### src/rtl/sin_cos_to_arg_pkg.sv
// Shared types and elaboration-time helpers for the vectoring CORDIC phase
// detector: FSM state encoding, internal guard width and arctangent table.
package sin_cos_to_arg_pkg;

   typedef enum logic [1:0] {
      IDLE   = 2'd0,
      ROTATE = 2'd1,
      DONE   = 2'd2
   } state_t;

   // x/y carry two guard bits over WIDTH so that folding -2^(WIDTH-1) and the
   // CORDIC gain growth (K < 2) never overflow.
   localparam int GUARD_BITS = 2;

   // Largest number of micro-rotations the table type can hold.
   localparam int MAX_ITER = 32;

   localparam real PI = 3.14159265358979323846;

   typedef logic [31:0] atan_tab_t [0:MAX_ITER-1];

   // A[i] = round(atan(2^-i) * 2^width / (2*pi)); unused entries are zero.
   function automatic atan_tab_t atan_lut(input int width, input int iter);
      atan_tab_t tab;
      real       scale;
      real       p;
      scale = 1.0;
      for (int k = 0; k < width; k++) scale = scale * 2.0;
      scale = scale / (2.0 * PI);
      p = 1.0;
      for (int k = 0; k < MAX_ITER; k++) begin
         if (k < iter) tab[k] = 32'($rtoi($atan(p) * scale + 0.5));
         else          tab[k] = '0;
         p = p / 2.0;
      end
      return tab;
   endfunction

endpackage

### src/rtl/sin_cos_to_arg.sv
// Iterative vectoring-mode CORDIC: converts a signed (cos, sin) pair into an
// unsigned full-circle angle (2^WIDTH = 2*pi) and the gain-scaled magnitude.
// One sample in flight at a time; valid/ready handshake on both sides.
module sin_cos_to_arg
   import sin_cos_to_arg_pkg::*;
#(
   parameter int WIDTH = 16,
   parameter int ITER  = WIDTH
) (
   input  logic             clk,
   input  logic             reset,
   input  logic             clkena,
   input  logic             in_valid,
   output logic             in_ready,
   input  logic [WIDTH-1:0] sin,
   input  logic [WIDTH-1:0] cos,
   output logic             out_valid,
   input  logic             out_ready,
   output logic [WIDTH-1:0] arg,
   output logic [WIDTH:0]   mag
);

   localparam int        XW    = WIDTH + GUARD_BITS;
   localparam logic [4:0] LAST = 5'(ITER - 1);
   localparam atan_tab_t A_TAB = atan_lut(WIDTH, ITER);

   state_t                  state;
   state_t                  state_nxt;
   logic [4:0]              i;
   logic signed [XW-1:0]    x;
   logic signed [XW-1:0]    y;
   logic [WIDTH-1:0]        z;
   logic                    zero;

   logic signed [XW-1:0]    cos_x;
   logic signed [XW-1:0]    sin_x;
   logic signed [XW-1:0]    x_in;
   logic signed [XW-1:0]    y_in;
   logic [WIDTH-1:0]        z_in;
   logic [WIDTH-1:0]        a_cur;
   logic [31:0]             a_word;

   assign a_word = A_TAB[i];
   assign a_cur  = a_word[WIDTH-1:0];

   // Quadrant fold: move left-half-plane vectors to the right half and preload pi.
   always_comb begin
      cos_x = signed'({{GUARD_BITS{cos[WIDTH-1]}}, cos});
      sin_x = signed'({{GUARD_BITS{sin[WIDTH-1]}}, sin});
      x_in  = cos_x;
      y_in  = sin_x;
      z_in  = '0;
      if (cos[WIDTH-1]) begin
         x_in = -cos_x;
         y_in = -sin_x;
         z_in = {1'b1, {(WIDTH-1){1'b0}}};
      end
   end

   // FSM state register.
   always_ff @(posedge clk or negedge reset) begin
      if (!reset) state <= IDLE;
      else        state <= state_nxt;
   end

   // Next-state decode; a low clkena holds the current state.
   always_comb begin
      state_nxt = state;
      if (clkena) begin
         case (state)
            IDLE:    if (in_valid)  state_nxt = ROTATE;
            ROTATE:  if (i == LAST) state_nxt = DONE;
            DONE:    if (out_ready) state_nxt = IDLE;
            default:                state_nxt = IDLE;
         endcase
      end
   end

   // Datapath: capture the folded sample, then one micro-rotation per enabled edge.
   always_ff @(posedge clk or negedge reset) begin
      if (!reset) begin
         i    <= '0;
         x    <= '0;
         y    <= '0;
         z    <= '0;
         zero <= 1'b0;
      end else if (clkena) begin
         case (state)
            IDLE: begin
               if (in_valid) begin
                  x    <= x_in;
                  y    <= y_in;
                  z    <= z_in;
                  i    <= '0;
                  zero <= (cos == '0) && (sin == '0);
               end
            end
            ROTATE: begin
               if (!y[XW-1]) begin
                  x <= x + (y >>> i);
                  y <= y - (x >>> i);
               end else begin
                  x <= x - (y >>> i);
                  y <= y + (x >>> i);
               end
               // A zero vector would otherwise accumulate the whole table.
               if (!zero) z <= y[XW-1] ? (z - a_cur) : (z + a_cur);
               if (i != LAST) i <= i + 5'd1;
            end
            default: ;
         endcase
      end
   end

   assign in_ready  = (state == IDLE);
   assign out_valid = (state == DONE);
   assign arg       = z;
   assign mag       = x[WIDTH:0];

endmodule

### config.mk
export PLATFORM = sky130hd
export DESIGN_NAME = sin_cos_to_arg
export DESIGN_NICKNAME = d
export VERILOG_FILES = /design/src/rtl/sin_cos_to_arg_pkg.sv /design/src/rtl/sin_cos_to_arg.sv
export SDC_FILE = /design/constraint.sdc
export NUM_CORES = 1
export LEC_CHECK = 0
export CAP_MARGIN = 20
export CORE_ASPECT_RATIO = 0.7
export CORE_MARGIN = 2
export CORE_UTILIZATION = 45
export CTS_CLUSTER_DIAMETER = 120
export CTS_CLUSTER_SIZE = 28
export DETAILED_ROUTE_END_ITERATION = 10
export SLEW_MARGIN = 10
export SYNTH_ARGS = -nofsm -noshare
export SYNTH_HDL_FRONTEND = slang
export SYNTH_SLANG_ARGS = --single-unit
### constraint.sdc
create_clock -name clk -period 6.3 [get_ports clk]
set_input_delay 1.575 -clock clk [delete_from_list [all_inputs] [get_ports clk]]
set_output_delay 1.575 -clock clk [all_outputs]
set_load 0.1 [all_outputs]
==> out/results.ini, run 1 <==
[sta]
relSlewSlack_pct = 28.3
setup_viol = 0
grt_setup_unrepaired = no
fin_crit_ns = 5.61
hold_viol = 0
finalMaxSlewViolations = 0
tightest_slew_ns = 1.07
max_freq_ghz = 0.178
finalSetupTns_ns = 0
fin_crit_sh_pct = 89.1
clock_skew_ns = 0.00916

[critical_path]
worst_r2r_path_depth = 19
cp-end-kind = flip-flop
rrSetupSlack_ns = 0.69
r2r-start = i[1]
criticalPathCategory = reg -> reg
cp_slowest_stage_delay_ns = 0.52
slowest_stage = ha_1
worstSetupStartpointType = flip-flop
cp_num_buf_inv = 3
r2r-end = arg[15]
critical-path-top-delay-family = compound AO/OA/AOI/OAI gates
crit_arrival_ns = 5.84
crit_top_cell = ha_1
crit_fanout = 53
required_ns = 6.52
path_cells = buf_4 > inv_1 > ha_1 > mux4_2 > nor2_1 > inv_1 > ha_1 > a21oi_1 > a31oi_1 > xor2_1 > ha_1 > nand3_1 > a211oi_1 > nor3_1 > o311ai_0 > a21oi_1 > xor2_1 > a2bb2oi_1 > o22a_1
cp_num_cells = 19

[cts]
h-tree-depth = 3
ctsResizeCount = 0
clock_sinks = 60
clockBufferDepth = 2
cts_hold_buf = 0
cts_root_buffer = clkbuf_16
clk_latency_ns = 0.35
postCtsSetupRepairBufs = 0
clk_pin_slew_ns = 0.06
cts_tree = done
cts_made_buffers = 9

[synthesis]
ys_ff_latch = 60
synth-edff-count = 0
synth.most_common_cell = nand2_1
ys_warn_count = 0
synthesis.area_um2 = 9310
synth_ff_type = dfrtp_1
synthCells = 1189
synthTopCellsByCount = nand2_1 (139), a21oi_1 (102), nor2_1 (99)
synth_seq_area_share_pct = 16.1
syn_nets = 1291
yosys.cell_types.count = 83
synthTopCellsByArea = dfrtp_1 (16%), ha_1 (8.3%), mux4_2 (5.8%)
synth.avg_cell_area_um2 = 7.83
synth_top_area_share_pct = 16.1
synthArstFlopShare_pct = 100
synth_top_cell_by_area = dfrtp_1

[worst_hold_path]
worstHoldStart = arg[2]
hold_class = reg -> reg
min_path_cells = 2
min_to = arg[2]

[die]
rows = 43
dieArea_um2 = 21900
fp.dieW_um = 176
die_h_um = 124
start_util_pct = 46.4
core-area_um2 = 20100
io_pins = 72

[detailed_routing]
drc_errors = 0
routed_wl_um = 30600
vias = 9248
drt_first_pass_iters = 5
drt_iter0_markers = 850
avgViaCountPerCell = 6.25
ant_nets = 0
wl_per_cell_um = 20.7

[place]
gp_congestion = 0.937
place_area_um2 = 10100
io_buffers = 71
dp_hpwl_um = 23000

[status]
outcome = complete, no violations

[final_layout]
syn_to_final_growth_pct = 11.8
n_antenna_cell = 0
final_layout_size_suffix_gt1_share_pct = 9.84
fin_nets = 1306
final_area_um2 = 10400
num-fill-cells = 1925

[grt]
grt_usage_pct = 28.4
first_global_vias = 8317
antenna_found_initial = 1
grt_max_degree = 72
grt_pass1_wl_um = 48700
gr-total-overflow = 0

[flow_run]
drv_cap = 0

==> registers in the layout (all words and copies together), names as in the netlist <==
name / flops
arg: 16
zero: 1
i: 5
state: 2
x: 18
y: 18
==> how the worst max path moves through the flow <==
stage / startpoint / endpoint / slack (ns)
5_1_grt: i[1] / arg[15] / 0.19
4_1_cts: i[1] / arg[15] / 0.74
6_report: i[1] / arg[15] / 0.69
2_1_floorplan: i[0] / arg[15] / 1.37
3_5_place_dp: i[1] / arg[15] / 0.76
3_3_place_gp: i[0] / y[16] / 0.89
==> cell type report <==
type	count	area (um^2)	area share (%)
repair buffers	96	893	8.59
multi-input cells	1000	7190	69.1
flip-flops and latches	60	1510	14.5
clock buffers	13	270	2.60
clock inverters	3	67.6	0.649
inverters	37	139	1.33
well taps	270	338	3.25
==> layer usage <==
layer | up-vias | wire (um) | track usage (%)
met2 | 415 | 11900 | 37.9
met4 | 0 | 472 | 5.54
met3 | 39 | 3150 | 6.32
li1 | 4418 | - | -
met5 | - | 0 | 0
met1 | 4376 | 15100 | 45.5
==> logic make-up (layout without fill, tap and decap cells) <==
kind of cell               after synthesis  after routing  share of synthesized area, %
muxes                                   77             77                          12.7
xor gates and xnor gates                93             93                          8.75
AOI/OAI and AO/OA                      383            383                          27.4
and+or+nand+nor                        382            382                          19.4
DFF                                     60             60                          16.1
adders and majority gates               65             65                          8.98
buffers and inverters                  129            149                          6.67
==> per-stage QoR <==
stage          utilization (%)  setup WS [ns]  cells  hold slack, ns
2_1_floorplan                -           1.37   1189           0.470
3_3_place_gp              50.2          0.886   1463           0.503
3_5_place_dp              50.2          0.764   1463           0.500
4_1_cts                   51.8          0.740   1479           0.512
5_1_grt                   51.8          0.189   1479           0.552
6_report                  51.8          0.685   1479           0.511
==> worst reg2reg max path, delay by kind of cell (launching register included) <==
kind,cells,cell delay [ns]
xor+xnor,2,0.40
flops,1,0.34
fa+ha+maj,3,1.15
mux,1,0.50
simple gates,3,0.54
buf+inv,3,1.02
compound gates,7,1.53
==> placed cells by master, fill, tap and decap left out, types with 14 or more instances in the layout <==
cell type	instances
xor2_1	47
ha_1	62
nor2b_1	14
o21ai_0	88
mux4_2	24
xnor2_1	46
or3_1	15
nand3_1	16
nand2_1	139
nor3_1	32
a21o_1	21
buf_4	25
dfrtp_1	57
mux2_2	17
mux2i_1	28
nand2b_1	15
a22o_1	14
nor2_1	99
o22ai_1	16
o31ai_1	20
inv_1	36
a21oi_1	102
clkdlybuf4s50_1	70
Power of run 1 is left out: the tool's default activity adds up to more than one toggle a clock period on the data nets, which glitch-free logic cannot reach.
==> run 2, diff against run 1 <==
--- a/config.mk
+++ b/config.mk
@@ -12,6 +12,7 @@
 export CTS_CLUSTER_DIAMETER = 120
 export CTS_CLUSTER_SIZE = 28
 export DETAILED_ROUTE_END_ITERATION = 10
+export RECOVER_POWER = 50
 export SLEW_MARGIN = 10
 export SYNTH_ARGS = -nofsm -noshare
 export SYNTH_HDL_FRONTEND = slang
==> run 2 against run 1 <==
Net effect: the run now ends with capacitance limit, slew limit left; maximum frequency decreased by 2.9%; non-clock buffer count is the same; routed wire length is essentially flat; clock skew barely moved; setup slack got worse by 0.17 ns; final area is essentially flat; sequential share of layout area about the same; cell count unchanged.
==> out/results.ini, run 2 (same netlist as run 1, synthesis figures left out) <==
[sta]
setup_viol = 0  ; unchanged
fin_crit_ns = 5.78  ; +0.169 ns
finalMaxSlewViolations = 61  ; +61
grt_setup_unrepaired = no
tightest_slew_ns = 3.69  ; +2.62 ns
relSlewSlack_pct = -146  ; -170 points
hold_viol = 0  ; unchanged
hold_slack_ns = 0.507  ; -0.00369 ns
max_freq_ghz = 0.173  ; -2.9%
finalSetupTns_ns = 0  ; unchanged
clock_skew_ns = 0.00881  ; -0.000354 ns
fin_crit_sh_pct = 91.8  ; +2.7 points

[final_layout]
final_cell_mix = nand2_1 (139), a21oi_1 (102), nor2_1 (99), o21ai_0 (88), ha_1 (62)
num-fill-cells = 1927  ; +0.10%
n_antenna_cell = 0  ; unchanged
regArea_um2 = 1510  ; unchanged
multi_input_area_um2 = 7190  ; unchanged
fin_nets = 1306  ; unchanged
final_layout_size_suffix_gt1_share_pct = 9.59  ; -0.25 points
syn_to_final_growth_pct = 11.7  ; about the same
layout_commonest_cell = nand2_1

[detailed_routing]
avgViaCountPerCell = 6.24  ; -0.18%
vias = 9231  ; -0.18%
wl_per_cell_um = 20.7  ; about the same
ant_nets = 0  ; unchanged
drc_errors = 0  ; unchanged
routed_wl_um = 30700  ; about the same
drt_first_pass_iters = 5  ; unchanged
drt_iter0_markers = 835  ; -1.8%

[flow_run]
drv_cap = 1  ; +1

[cts]
ctsResizeCount = 0  ; unchanged
clk_pin_slew_ns = 0.06  ; about the same
h-tree-depth = 3  ; unchanged
clock_sinks = 60  ; unchanged
cts_made_buffers = 9  ; unchanged
cts_tree = done
cts_root_buffer = clkbuf_16
cts_hold_buf = 0  ; unchanged
clk_latency_ns = 0.34  ; about the same
clockBufferDepth = 2  ; unchanged
postCtsSetupRepairBufs = 0  ; unchanged

[critical_path]
critical-path-top-delay-family = compound AO/OA/AOI/OAI gates
criticalPathCategory = reg -> reg
worstSetupStartpointType = flip-flop
cp-end-kind = flip-flop
required_ns = 6.56  ; +0.04 ns
path_cells = clkbuf_1 > mux2_2 > o22ai_1 > or2_2 > nor2_1 > a21oi_1 > mux2_2 > ha_1 > o211a_1 > nor4b_1 > nor2_1 > xor2_1 > ha_1 > or3_1 > o31ai_1 > o2111ai_1 > a21oi_1 > xnor2_1 > o21ai_0 > o21ai_0
slowest_stage = dfrtp_1
cp_num_buf_inv = 1  ; -2
crit_arrival_ns = 6.05  ; +0.21 ns
cp_slowest_stage_delay_ns = 0.81  ; +0.29 ns
crit_fanout = 17  ; -68%

[grt]
gr-total-overflow = 0  ; unchanged
first_global_vias = 8317  ; unchanged
antenna_found_initial = 1  ; unchanged
grt_pass1_wl_um = 48700  ; unchanged
grt_usage_pct = 28.4  ; unchanged
grt_max_degree = 72  ; unchanged

[die]
dieArea_um2 = 21900  ; unchanged
die_h_um = 124  ; unchanged
io_pins = 72  ; unchanged
core-area_um2 = 20100  ; unchanged
fp.dieW_um = 176  ; unchanged
start_util_pct = 46.4  ; unchanged
rows = 43  ; unchanged

[place]
dp_hpwl_um = 23000  ; unchanged
gp_congestion = 0.937  ; unchanged
io_buffers = 71  ; unchanged

[status]
outcome = finished, violations left
violations = capacitance limit, slew limit

[worst_hold_path]
hold_class = reg -> reg

==> run 2: changes by cell type in the layout (fill, tap and decap cells not counted) <==
cell             before  now
buf_4                25   23
clkdlybuf4s50_1      70   61
mux2_1                1    2
mux2_2               17   16
clkbuf_1              1    3
dlygate4sd3_1         0    9
==> run 2: worst register-to-register path, cell delays in order, from the launching register on <==
cell and delay [ns]:
dfrtp_1 0.81, clkbuf_1 0.53, mux2_2 0.41, o22ai_1 0.40, or2_2 0.22, nor2_1 0.04
a21oi_1 0.16, mux2_2 0.22, ha_1 0.17, o211a_1 0.20, nor4b_1 0.43, nor2_1 0.10
xor2_1 0.19, ha_1 0.22, or3_1 0.35, o31ai_1 0.47, o2111ai_1 0.20, a21oi_1 0.21
xnor2_1 0.13, o21ai_0 0.08, o21ai_0 0.18
==> run 2: layer usage <==
metal | track usage, % | wire length [um] | up-vias
li1 | - | - | 4423
met1 | 45.5 | 15200 | 4377
met2 | 37.9 | 12000 | 394
met3 | 6.32 | 3000 | 37
met4 | 5.54 | 427 | 0
met5 | 0 | 0 | -
==> run 2: through the flow <==
stage               utilization [%]  cell area, um^2  setup slack (ns)  cells
floorplan                         -             9310              1.37   1189
global placement               50.2            10100             0.886   1463
detailed placement             50.2            10100             0.764   1463
CTS                            51.8            10400             0.740   1479
global route                   51.8            10400             0.171   1479
finish                         51.8            10400             0.516   1479
==> run 2: path summary, 6_finish.rpt <==
check                       start     end  slack, ns  cells after the start
max                          i[3]   y[16]       0.52                     20
min                        arg[2]  arg[2]       0.51                      2
max reg2reg                  i[3]   y[16]       0.52                     20
min reg2reg                arg[2]  arg[2]       0.51                      2
max in group asynchronous   reset    i[0]       1.37                      2
min in group asynchronous   reset   y[17]       2.60                      2
==> run 2: layout make-up <==
type,instances,share of cell area (%)
multi-input combinational,1000,69.2
clock buffer,13,2.60
sequential,60,14.5
clock inverter,3,0.650
tap,270,3.25
timing repair buffer,96,8.52
inverter,37,1.34
Power of run 2 is left out for the same reason.
==> run 3, diff against run 2 <==
--- a/config.mk
+++ b/config.mk
@@ -9,9 +9,9 @@
 export CORE_ASPECT_RATIO = 0.7
 export CORE_MARGIN = 2
 export CORE_UTILIZATION = 45
-export CTS_CLUSTER_DIAMETER = 120
 export CTS_CLUSTER_SIZE = 28
 export DETAILED_ROUTE_END_ITERATION = 10
+export PLACE_DENSITY = 0.64
 export RECOVER_POWER = 50
 export SLEW_MARGIN = 10
 export SYNTH_ARGS = -nofsm -noshare
==> run 3 against run 2 <==
Net effect: the run still ends with capacitance limit, slew limit left; via count fell by 0.23%; worst hold slack improved by 0.023 ns; clock-buffer cell count fell by 3; utilization fell by 0.075 points; sequential share of layout area barely moved; final area fell by 0.14%; global-route usage fell by 1.4 points; routed wire length fell by 2.8%; maximum frequency rose by 0.43%; clock skew fell by 0.0020 ns; largest cell class unchanged.
==> out/results.ini, run 3 (same netlist as run 1, synthesis figures left out) <==
[critical_path]
crit_fanout = 37  ; +20
cp-end-kind = flip-flop
worstSetupStartpointType = flip-flop
required_ns = 6.56  ; about the same
crit_arrival_ns = 6.02  ; -0.03 ns
criticalPathCategory = reg -> reg

[sta]
fin_crit_sh_pct = 91.4  ; -0.39 points
setup_viol = 0  ; unchanged
relSlewSlack_pct = -138  ; +7.3 points
max_freq_ghz = 0.174  ; +0.43%
fin_crit_ns = 5.76  ; -0.0248 ns
clock_skew_ns = 0.00682  ; -0.00199 ns
finalSetupTns_ns = 0  ; unchanged
hold_viol = 0  ; unchanged
grt_setup_unrepaired = no
tightest_slew_ns = 3.58  ; -0.110 ns
finalMaxSlewViolations = 61  ; unchanged

[place]
dp_hpwl_um = 22200  ; -3.3%
gp_congestion = 0.963  ; +2.8%
io_buffers = 71  ; unchanged

[detailed_routing]
vias = 9210  ; -0.23%
drt_first_pass_iters = 5  ; unchanged
drt_iter0_markers = 1073  ; +29%
avgViaCountPerCell = 6.24  ; about the same
routed_wl_um = 29800  ; -2.8%
ant_nets = 0  ; unchanged
wl_per_cell_um = 20.2  ; -2.5%
drc_errors = 0  ; unchanged

[die]
dieArea_um2 = 21900  ; unchanged
die_h_um = 124  ; unchanged
io_pins = 72  ; unchanged
rows = 43  ; unchanged
fp.dieW_um = 176  ; unchanged
start_util_pct = 46.4  ; unchanged
core-area_um2 = 20100  ; unchanged

[flow_run]
drv_cap = 1  ; unchanged

[final_layout]
fin_nets = 1302  ; -0.31%
final_layout_size_suffix_gt1_share_pct = 9.38  ; -0.22 points
num-fill-cells = 1962  ; +1.8%
final_cell_mix = nand2_1 (139), a21oi_1 (102), nor2_1 (99), o21ai_0 (88), ha_1 (62)
n_antenna_cell = 0  ; unchanged
layout_commonest_cell = nand2_1
syn_to_final_growth_pct = 11.6

[cts]
clk_pin_slew_ns = 0.06  ; about the same
ctsResizeCount = 0  ; unchanged
cts_hold_buf = 0  ; unchanged
clockBufferDepth = 2  ; unchanged
h-tree-depth = 3  ; unchanged
clk_latency_ns = 0.35  ; about the same
postCtsSetupRepairBufs = 0  ; unchanged
cts_tree = done
cts_made_buffers = 9  ; unchanged
clock_sinks = 60  ; unchanged
cts_root_buffer = clkbuf_16

[grt]
grt.busiest_layer = met1
use_met1_pct = 42.1  ; -3.5 points
gr-total-overflow = 0  ; unchanged
grt_pass1_wl_um = 46600  ; -4.2%
grt_use_met3_pct = 7.39  ; +1.1 points
antenna_found_initial = 0  ; -1
grt_usage_pct = 26.9  ; -1.4 points
grt_max_degree = 72  ; unchanged
met2_usage_pct = 36.2  ; -1.6 points
first_global_vias = 8294  ; -0.28%

[status]
violations = capacitance limit, slew limit
outcome = finished, violations left

[worst_hold_path]
hold_class = reg -> reg

==> run 3: cell count changes in the layout (fill, tap and decap cells not counted), sizes merged <==
cell,delta
dlygate4sd3,+1
buf,-3
clkdlybuf4s50,-1
clkinv,+2
bufinv,+1
clkbuf,-4
==> run 3: worst max-delay path, cell delays in order (launching register included) <==
cell	delay (ns)
dfrtp_2	0.76
buf_4	0.54
mux2i_1	0.54
o21ai_0	0.14
mux2_2	0.33
a311oi_1	0.53
nand2_1	0.18
nor2_1	0.16
nor3_1	0.06
a21oi_1	0.11
o21ai_0	0.10
ha_1	0.36
o21a_1	0.19
o21ai_0	0.21
a211oi_1	0.12
o31ai_1	0.48
o2111ai_1	0.20
a21oi_1	0.21
xnor2_1	0.13
o21ai_0	0.07
o21ai_0	0.21
==> run 3: metal layers <==
metal	vias to the layer above	routed length [um]
li1	4409	-
met1	4344	14300
met2	427	11800
met3	30	3270
met4	0	405
met5	-	0
==> run 3: area by class of cell <==
class | instances | area, um^2 | share of cell area (%)
clock buffers | 10 | 239 | 2.30
inverters | 37 | 139 | 1.34
flip-flops and latches | 60 | 1500 | 14.5
well taps | 270 | 338 | 3.25
repair buffers | 92 | 860 | 8.28
multi-input cells | 1000 | 7190 | 69.3
clock inverters | 6 | 111 | 1.07
==> run 3: path summary, 6_finish.rpt <==
path	startpoint	end	slack (ns)	cells past startpoint
worst max-delay path	i[0]	y[16]	0.54	20
worst min-delay path	arg[2]	arg[2]	0.53	2
worst max register to register	i[0]	y[16]	0.54	20
worst min register to register	arg[2]	arg[2]	0.53	2
max in group asynchronous	reset	i[0]	1.50	2
min in group asynchronous	reset	state[1]	2.55	2
==> run 3: metrics by stage <==
stage               instances  hold WS [ns]  instance area [um^2]  util, %  worst slack (ns)
finish                   1475         0.530                 10400     51.7             0.540
global route             1475         0.556                 10400     51.7            0.0518
CTS                      1475         0.519                 10400     51.8             0.629
detailed placement       1459         0.501                 10000     50.0             0.649
global placement         1459         0.514                 10000     50.0             0.793
floorplan                1189         0.470                  9310        -              1.37
Power of run 3 is left out for the same reason.
